## config.mk

```make
export PLATFORM = sky130hd
export DESIGN_NAME = imm_gen_pipe
export DESIGN_NICKNAME = d
export VERILOG_FILES = /design/src/rtl/imm_gen_pipe_pkg.sv /design/src/rtl/imm_decode.sv /design/src/rtl/imm_gen_pipe.sv
export SDC_FILE = /design/constraint.sdc
export NUM_CORES = 1
export LEC_CHECK = 0
export ABC_AREA = 1
export BUFFER_PORTS_ARGS = -buffer_cell sky130_fd_sc_hd__buf_2
export CORE_MARGIN = 4
export CORE_UTILIZATION = 51
export DETAILED_ROUTE_END_ITERATION = 12
export HOLD_SLACK_MARGIN = 0.1
export PLACE_DENSITY_LB_ADDON = 0.25
export SYNTH_ARGS = -nofsm -noshare
export SYNTH_HDL_FRONTEND = slang
export SYNTH_SLANG_ARGS = --single-unit
```

## constraint.sdc

```tcl
create_clock -name clk -period 6.39 [get_ports clk]
set_input_delay 0.9585 -clock clk [delete_from_list [all_inputs] [get_ports clk]]
set_output_delay 0.9585 -clock clk [all_outputs]
set_load 0.02 [all_outputs]
```

## src/rtl/imm_gen_pipe_pkg.sv

```systemverilog
// Shared RISC-V decode constants for the ID-stage immediate generator:
// opcode values, immediate format codes and a small funct3 helper.
package imm_gen_pipe_pkg;

   localparam logic [6:0] OP_IL_TYPE = 7'b0000011;
   localparam logic [6:0] OP_I_TYPE  = 7'b0010011;
   localparam logic [6:0] OP_AUIPC   = 7'b0010111;
   localparam logic [6:0] OP_S_TYPE  = 7'b0100011;
   localparam logic [6:0] OP_R       = 7'b0110011;
   localparam logic [6:0] OP_LUI     = 7'b0110111;
   localparam logic [6:0] OP_B_TYPE  = 7'b1100011;
   localparam logic [6:0] OP_JALR    = 7'b1100111;
   localparam logic [6:0] OP_JAL     = 7'b1101111;
   localparam logic [6:0] OP_SYSTEM  = 7'b1110011;

   typedef enum logic [2:0] {
      IMM_NONE = 3'd0,
      IMM_I    = 3'd1,
      IMM_S    = 3'd2,
      IMM_B    = 3'd3,
      IMM_U    = 3'd4,
      IMM_J    = 3'd5
   } imm_fmt_e;

   // Shift-immediate ops (slli/srli/srai) carry a zero-extended shamt, not a signed imm.
   function automatic logic is_shift_funct3(input logic [2:0] funct3);
      return (funct3 == 3'b001) || (funct3 == 3'b101);
   endfunction

endpackage

```

## src/rtl/imm_decode.sv

```systemverilog
// Combinational immediate/format decode of one instruction word.
// IMM_GEN_ILLEGAL_EN adds the illegal output for unknown opcodes.
module imm_decode
   import imm_gen_pipe_pkg::*;
#(
   parameter int XLEN = 32
) (
   input  logic [31:0]     instr,
   output logic [XLEN-1:0] imm,
   output logic [2:0]      fmt
`ifdef IMM_GEN_ILLEGAL_EN
   ,
   output logic            illegal
`endif
);

   localparam int SHW = (XLEN == 64) ? 6 : 5;

   logic [6:0]         opcode;
   logic [2:0]         funct3;
   logic signed [31:0] imm_i;
   logic signed [31:0] imm_s;
   logic signed [31:0] imm_b;
   logic signed [31:0] imm_u;
   logic signed [31:0] imm_j;
   logic [XLEN-1:0]    shamt;

   assign opcode = instr[6:0];
   assign funct3 = instr[14:12];

   // All formats are built as signed 32-bit values, then sign-extended to XLEN by the cast.
   assign imm_i = {{20{instr[31]}}, instr[31:20]};
   assign imm_s = {{20{instr[31]}}, instr[31:25], instr[11:7]};
   assign imm_b = {{19{instr[31]}}, instr[31], instr[7], instr[30:25], instr[11:8], 1'b0};
   assign imm_u = {instr[31:12], 12'b0};
   assign imm_j = {{11{instr[31]}}, instr[31], instr[19:12], instr[20], instr[30:21], 1'b0};
   assign shamt = XLEN'(instr[20 +: SHW]);

   always_comb begin
      imm = '0;
      fmt = IMM_NONE;
      case (opcode)
         OP_JALR, OP_IL_TYPE, OP_SYSTEM: begin
            imm = XLEN'(imm_i);
            fmt = IMM_I;
         end
         OP_I_TYPE: begin
            imm = is_shift_funct3(funct3) ? shamt : XLEN'(imm_i);
            fmt = IMM_I;
         end
         OP_S_TYPE: begin
            imm = XLEN'(imm_s);
            fmt = IMM_S;
         end
         OP_B_TYPE: begin
            imm = XLEN'(imm_b);
            fmt = IMM_B;
         end
         OP_LUI, OP_AUIPC: begin
            imm = XLEN'(imm_u);
            fmt = IMM_U;
         end
         OP_JAL: begin
            imm = XLEN'(imm_j);
            fmt = IMM_J;
         end
         default: begin
            imm = '0;
            fmt = IMM_NONE;
         end
      endcase
   end

`ifdef IMM_GEN_ILLEGAL_EN
   always_comb begin
      illegal = 1'b1;
      case (opcode)
         OP_JALR, OP_IL_TYPE, OP_SYSTEM, OP_I_TYPE, OP_S_TYPE, OP_B_TYPE,
         OP_LUI, OP_AUIPC, OP_JAL, OP_R:
            illegal = (instr[1:0] != 2'b11);
         default:
            illegal = 1'b1;
      endcase
   end
`endif

endmodule

```

## src/rtl/imm_gen_pipe.sv

```systemverilog
// ID-stage immediate generator: decode + PC-relative target, queued in a DEPTH-entry FIFO
// with valid/ready on both sides. IMM_GEN_ILLEGAL_EN adds the out_illegal port.
module imm_gen_pipe
   import imm_gen_pipe_pkg::*;
#(
   parameter int XLEN  = 32,
   parameter int DEPTH = 2
) (
   input  logic            clk,
   input  logic            rst,
   input  logic            flush,
   input  logic            in_valid,
   output logic            in_ready,
   input  logic [31:0]     in_instr,
   input  logic [XLEN-1:0] in_pc,
   output logic            out_valid,
   input  logic            out_ready,
   output logic [XLEN-1:0] out_imm,
   output logic [2:0]      out_fmt,
   output logic [XLEN-1:0] out_target
`ifdef IMM_GEN_ILLEGAL_EN
   ,
   output logic            out_illegal
`endif
);

   localparam int AW = $clog2(DEPTH);
   localparam int CW = AW + 1;

   logic [XLEN-1:0] dec_imm;
   logic [2:0]      dec_fmt;
   logic [XLEN-1:0] dec_target;

   logic [XLEN-1:0] imm_mem [DEPTH];
   logic [2:0]      fmt_mem [DEPTH];
   logic [XLEN-1:0] tgt_mem [DEPTH];

   logic [AW-1:0] wr_ptr;
   logic [AW-1:0] rd_ptr;
   logic [CW-1:0] count;
   logic [CW-1:0] count_nxt;
   logic          push;
   logic          pop;

`ifdef IMM_GEN_ILLEGAL_EN
   logic             dec_illegal;
   logic [DEPTH-1:0] ill_mem;
`endif

   imm_decode #(
      .XLEN (XLEN)
   ) u_decode (
      .instr   (in_instr),
      .imm     (dec_imm),
      .fmt     (dec_fmt)
`ifdef IMM_GEN_ILLEGAL_EN
      ,
      .illegal (dec_illegal)
`endif
   );

   assign dec_target = in_pc + dec_imm;

   assign push = in_valid && in_ready;
   assign pop  = out_valid && out_ready;

   always_comb begin
      count_nxt = count;
      if (push && !pop) begin
         count_nxt = count + CW'(1);
      end else if (pop && !push) begin
         count_nxt = count - CW'(1);
      end
   end

   // in_ready is registered from the next count, so a pop into a full FIFO frees it a cycle later.
   always_ff @(posedge clk) begin
      if (rst || flush) begin
         wr_ptr   <= '0;
         rd_ptr   <= '0;
         count    <= '0;
         in_ready <= 1'b1;
      end else begin
         if (push) begin
            wr_ptr <= wr_ptr + AW'(1);
         end
         if (pop) begin
            rd_ptr <= rd_ptr + AW'(1);
         end
         count    <= count_nxt;
         in_ready <= (count_nxt != CW'(DEPTH));
      end
   end

   always_ff @(posedge clk) begin
      if (push && !rst && !flush) begin
         imm_mem[wr_ptr] <= dec_imm;
         fmt_mem[wr_ptr] <= dec_fmt;
         tgt_mem[wr_ptr] <= dec_target;
      end
   end

   assign out_valid  = (count != '0);
   assign out_imm    = out_valid ? imm_mem[rd_ptr] : '0;
   assign out_fmt    = out_valid ? fmt_mem[rd_ptr] : IMM_NONE;
   assign out_target = out_valid ? tgt_mem[rd_ptr] : '0;

`ifdef IMM_GEN_ILLEGAL_EN
   always_ff @(posedge clk) begin
      if (push && !rst && !flush) begin
         ill_mem[wr_ptr] <= dec_illegal;
      end
   end

   assign out_illegal = out_valid ? ill_mem[rd_ptr] : 1'b0;
`endif

endmodule

```

==> results of run 1 <==
[registers in the layout, indices dropped and copies added, names as in the netlist, named ones only]
| name | flops |
|---|---|
| in_ready | 1 |
| rd_ptr | 1 |
| imm_mem | 64 |
| tgt_mem | 64 |
| count | 2 |
| fmt_mem | 6 |
| wr_ptr | 1 |
[cells in the final DEF (no fill, tap or decap), types with 2 or more instances in the layout]
cell type	netlist	final
o21ai_1	6	6
a21oi_1	42	42
ha_1	32	32
nor2_1	195	194
xor2_1	16	16
edfxtp_1	134	134
clkinv_4	0	2
o21bai_1	7	7
nor4_1	2	2
dfxtp_1	6	5
o21ai_0	82	82
a22o_1	3	3
nand3_1	43	43
a21o_1	2	2
nand4_1	16	16
nor3_2	1	2
nand2_4	5	5
nand2_2	6	6
nand2_1	195	195
clkbuf_16	0	17
inv_2	7	8
nor3_1	7	6
inv_8	0	2
inv_1	90	89
buf_4	0	4
nand3_2	8	8
buf_2	6	137
nor2_4	3	4
inv_6	0	6
[worst paths after layout]
| path | startpoint | endpoint | depth (start not counted) | slack, ps |
|---|---|---|---|---|
| setup / recovery | in_instr[2] | tgt_mem[1][27]$_DFFE_PP_ | 19 | 2730 |
| hold reg to reg | wr_ptr$_SDFFE_PP0P_ | wr_ptr$_SDFFE_PP0P_ | 2 | 470 |
| hold / removal | wr_ptr$_SDFFE_PP0P_ | wr_ptr$_SDFFE_PP0P_ | 2 | 470 |
| setup reg to reg | in_ready$_SDFF_PP1_ | tgt_mem[0][27]$_DFFE_PP_ | 5 | 4010 |
[layout make-up]
| cell class | count | share of cell area |
|---|---|---|
| clock buffers | 18 | 0.0450 |
| clock inverters | 14 | 0.0159 |
| inverters | 97 | 0.0382 |
| multi-input cells | 681 | 0.363 |
| flip-flops and latches | 140 | 0.435 |
| well taps | 211 | 0.0277 |
| repair buffers | 141 | 0.0751 |
[critical path, stage by stage]
cell,delay (ps)
buf_2,120
inv_2,80
nand2_1,60
nor2_1,260
nand3_2,180
nand3_2,130
inv_1,110
a21oi_1,410
ha_1,370
nand2_1,180
inv_1,60
a21oi_1,180
nand2_1,150
nand2_1,90
nand3_1,140
nand2_1,160
nand2_1,70
nand2_1,60
nand2_1,60
[power groups by stage]
stage	Combinational [mW]	Clock [mW]	Sequential, mW
after floorplan	0.198	0	1.06
after global placement	0.310	0	1.06
after detailed placement	0.313	0	1.06
after CTS	0.315	0.979	1.04
after global routing	0.348	1.02	1.04
final	0.313	0.964	1.04
[cells by family (layout without fill, tap and decap cells)]
| kind of cell | after synthesis | count (layout) | share of synthesized area |
|---|---|---|---|
| buffers and inverters | 122 | 270 | 0.0597 |
| AND/OR/NAND/NOR | 484 | 484 | 0.258 |
| AO/OA/AOI/OAI | 147 | 147 | 0.0983 |
| flip-flops | 140 | 140 | 0.513 |
| XOR/XNOR | 17 | 17 | 0.0184 |
| adder cells (fa/ha/maj) | 33 | 33 | 0.0521 |
[metrics by stage]
stage / worst slack [ps] / hold WS (ps)
global route: 2480 / 501
floorplan: 119 / 444
detailed placement: 2300 / 464
CTS: 2770 / 474
global placement: 2380 / 454
finish: 2730 / 474
[metal layers]
| layer | vias up | wire length [um] |
|---|---|---|
| met1 | 3165 | 9680 |
| met4 | 0 | 677 |
| met5 | - | 0 |
| li1 | 3439 | - |
| met2 | 256 | 10200 |
| met3 | 45 | 1430 |
==> results.ini, run 1 <==
[run]
maxCapViolations = 0

[die]
core_area_um2 = 15400
fp.dieW_um = 134
die_h_um = 134
die_area_um2 = 17900
start_util = 0.525
rows = 45
io_pins = 138

[cells_and_area]
multi_input_comb_area_um2 = 3460
finalCoreUtilization = 0.620
fin_area_um2 = 9530
stdcell_count = 1302
seq_area_um2 = 4150
fill_cells = 1380
diodes = 0
nets = 1180
area_growth_pct = 18.0
drive_gt1_frac = 0.192

[critical_path]
cp_max_fo = 6
path_class = in -> reg
worstPathArrival_ps = 3840
required_ps = 6560
end_kind = flop
start_kind = primary input

[worst_hold_path]
worstHoldPathType = reg -> reg

[timing]
worstMarginPinSlew_ps = 1070
maxSlewViolCount = 0
rsz0062_at_grt = no
setup_viol = 0
maxSlewHeadroom = 0.283
post-route-period-util = 0.573
tns_ps = 0
min_period_ps = 3660
skew_ps = 7.48
hold_viol = 0
max_freq_mhz = 273

[place]
place_area_um2 = 8950
gp_congestion = 0.951
post-dp-hpwl_um = 16400
dp.cells = 1270
portBuffers = 137

[cts]
ctsHoldBuffers = 0
clockRootBuffer = clkbuf_16
clk_pin_slew_ps = 60
numCtsBuffers = 17
cts.path.max_buffers = 2
cts.htree.levels = 4
post_cts_resized = 0
cts_setup_buffers = 0
clock_latency_ps = 430
cts_sinks = 140
cts_tree = done

[synthesis]
seq_area_frac_synth = 0.513
yosysTopAreaCellShare = 0.498
synth_commonest_cells = nand2_1, nor2_1, edfxtp_1, inv_1, o21ai_0
synth_warnings = 0
ys_async_sr_fraction = 0
avgSynthCellArea_um2 = 8.56
ys.flop_type = edfxtp_1
netlist_area_um2 = 8070
netlist-cell-type-count = 37
synthCells = 943
synth-seq-cells = 140
synth_top_cell_by_area = edfxtp_1
synth.net_count = 1045
synthTopCellsByArea = edfxtp_1, nand2_1, nor2_1
synth_edf_count = 134

[pwr]
power_mw = 2.31
power_switching_mw = 0.638
power.density_nw_per_um2 = 243
swShare = 0.276
ir_drop_v = 0.000174
p_clk_frac = 0.417
intPower_mw = 1.68
p_comb_frac = 0.135
p_leak_nw = 4.44
power_frac_seq = 0.448

[grt]
grt_max_degree = 70
grtUsageMet1 = 0.343
grt_pass1_wl_um = 35200
grt_antenna_before_repair = 0
grtUsageMet2 = 0.399
grt_pass1_vias = 6687
grt-ovfl-total = 0
grt_busiest_layer = met2
grt_use_total = 0.254
use_met3 = 0.0585

[drt]
via_count = 6905
drt-initial-drc-count = 548
drc = 0
drt-total-wl_um = 22000
first_pass_iters = 5
wl_per_cell_um = 16.9
avgViaCountPerCell = 5.30
drtAntennaViolNets = 0

[outcome]
status = finished, final reports clean

No activity file was read; power rests on OpenSTA's default activity.
==> inputs of run 2 (changes only) <==
==> constraint.sdc (replaced) <==
create_clock -name clk -period 3.3 [get_ports clk]
set_input_delay 0.495 -clock clk [delete_from_list [all_inputs] [get_ports clk]]
set_output_delay 0.495 -clock clk [all_outputs]
set_load 0.02 [all_outputs]
==> results.ini, run 2 (synthesis gave the netlist of run 1 again) <==
[drt]
drt-initial-drc-count = 628  ; +15%
first_pass_iters = 5  ; unchanged
drt-total-wl_um = 22700  ; +3.0%
drtAntennaViolNets = 0  ; unchanged
drc = 0  ; unchanged
wl_per_cell_um = 16.5  ; -2.2%
via_count = 7146  ; +3.5%
avgViaCountPerCell = 5.21  ; -1.8%

[grt]
use_met3 = 0.0521  ; -0.00638
grt_use_total = 0.257  ; +0.00297
grt_busiest_layer = met2
grt_max_degree = 70  ; unchanged
grtUsageMet1 = 0.347  ; +0.00424
grt_pass1_vias = 6751  ; +0.96%
grt_antenna_before_repair = 0  ; unchanged
grt_pass1_wl_um = 35400  ; +0.65%
grt-ovfl-total = 0  ; unchanged
grtUsageMet2 = 0.408  ; +0.00955

[place]
place_area_um2 = 9540  ; +6.6%
portBuffers = 137  ; unchanged
post-dp-hpwl_um = 16500  ; +0.67%
gp_congestion = 0.957  ; +0.69%

[pwr]
ir_drop_v = 0.000410  ; +140%
swShare = 0.277  ; +0.00141
power.density_nw_per_um2 = 459  ; +89%
p_clk_frac = 0.429  ; +0.012
power_switching_mw = 1.29  ; +100%
p_leak_nw = 4.83  ; +8.8%
power_frac_seq = 0.430  ; -0.018
p_comb_frac = 0.141  ; +0.006
intPower_mw = 3.38  ; +100%

[critical_path]
timing.rr.end = in_ready$_SDFF_PP1_
cp_top_family = simple AND/OR/NAND/NOR gates
path_class = in -> reg
start_kind = primary input
end_kind = flop
r2r_slack_ps = 1570  ; -2440 ps
worstPathArrival_ps = 3310  ; -530 ps
path_buf_inv = 5  ; +1
critPathMaxStageDelay_ps = 390  ; -20 ps
slowest_stage = fa_1
path_common_cell = nand2_1
r2r-start = count[1]$_SDFF_PP0_
path_cells = buf_2 > nand2_1 > nor2_1 > buf_4 > nand3_2 > nand2_4 > nor2_4 > o32ai_1 > ha_1 > inv_1 > fa_1 > inv_1 > nand3_1 > nand2_1 > nand2_1 > nand2_1 > nand3_1 > nand2_1 > buf_4 > xor2_1
cp_max_fo = 4  ; -2
required_ps = 3560  ; -3000 ps
reg2regPathDepth = 10  ; +5

[die]
io_pins = 138  ; unchanged
die_area_um2 = 17900  ; unchanged
die_h_um = 134  ; unchanged
core_area_um2 = 15400  ; unchanged
rows = 45  ; unchanged
start_util = 0.525  ; unchanged
fp.dieW_um = 134  ; unchanged

[cts]
numCtsBuffers = 17  ; unchanged
cts_sinks = 140  ; unchanged
cts_tree = done
post_cts_resized = 0  ; unchanged
cts.path.max_buffers = 2  ; unchanged
clock_latency_ps = 440  ; about the same
cts_setup_buffers = 0  ; unchanged
ctsHoldBuffers = 0  ; unchanged
clk_pin_slew_ps = 70  ; about the same
clockRootBuffer = clkbuf_16
cts.htree.levels = 4  ; unchanged

[cells_and_area]
diodes = 0  ; unchanged
area_growth_pct = 25.9
reg_top3 = imm_mem: 64 flops, tgt_mem: 64 flops, fmt_mem: 6 flops
nets = 1250  ; +5.9%
layout_commonest_cell = nand2_1
final_cell_mix = nand2_1, nor2_1, buf_2
fin_area_um2 = 10200  ; +6.7%
drive_gt1_frac = 0.241  ; +0.0496
finalCoreUtilization = 0.661  ; +0.0414

[timing]
post-route-period-util = 0.923
min_period_ps = 3050
max_freq_mhz = 328
hold_viol = 0  ; unchanged
setup_viol = 0  ; unchanged
skew_ps = 4.96  ; -2.52 ps
rsz0062_at_grt = no
maxSlewViolCount = 0  ; unchanged
worstMarginPinSlew_ps = 669  ; -405 ps
maxSlewHeadroom = 0.554  ; +0.271

[worst_hold_path]
hp-start = in_valid
worstHoldPathType = in -> reg
min_to = wr_ptr$_SDFFE_PP0P_
hold_depth = 4  ; +2

[run]
maxCapViolations = 0  ; unchanged

[outcome]
status = finished, final reports clean

[run 2: cell types whose count changed in the layout (fill, tap and decap cells not counted), sizes merged]
cell      change
buf          +70
bufinv        +1
clkbuf        -1
clkinv        -2
clkinvlp      +1
inv           +1
[run 2: layer usage]
layer | wire [um] | vias to the layer above
li1 | - | 3582
met1 | 9880 | 3228
met2 | 10600 | 281
met3 | 1490 | 55
met4 | 724 | 0
met5 | 0 | -
[run 2: worst max-delay path by stage]
stage | startpoint | to | slack [ps] | cells past startpoint
floorplan | in_instr[1] | tgt_mem[0][30]$_DFFE_PP_ | 330 | 19
global placement | in_instr[1] | tgt_mem[0][27]$_DFFE_PP_ | -50 | 22
detailed placement | in_instr[1] | tgt_mem[0][14]$_DFFE_PP_ | -150 | 20
CTS | in_instr[1] | tgt_mem[1][14]$_DFFE_PP_ | 300 | 20
global route | in_instr[6] | tgt_mem[1][14]$_DFFE_PP_ | 40 | 21
finish | in_instr[1] | tgt_mem[1][14]$_DFFE_PP_ | 250 | 20
[run 2: power by group through the flow]
stage                     clock [mW]  sequential [mW]  combinational [mW]
after floorplan                    0             2.04               0.386
after global placement             0             2.04               0.649
after detailed placement           0             2.05               0.654
after CTS                       2.02             2.01               0.658
after global routing            2.11             2.01               0.721
final                           2.00             2.01               0.659
[run 2: final cells by class]
| cell class | count | area, um2 |
|---|---|---|
| fill | 1286 | 5210 |
| clock buffer | 17 | 425 |
| timing repair buffer | 211 | 1300 |
| tap | 211 | 264 |
| inverter | 97 | 364 |
| sequential | 140 | 4150 |
| clock inverter | 15 | 196 |
| multi-input combinational | 681 | 3470 |
[run 2: stage by stage]
stage	instances	power [mW]	hold WS [ps]	setup WS [ps]	TNS, ps
CTS	1372	4.69	429	300	0
finish	1372	4.67	434	255	0
global placement	1340	2.69	455	-52.5	-287
global route	1372	4.84	463	36.6	0
floorplan	943	2.43	445	332	0
detailed placement	1340	2.70	467	-152	-1700
[run 2: tightest hold or removal path: stages]
cell and delay (ps):
buf_2 80, nand2_1 110, nand2_1 80, a21oi_1 60
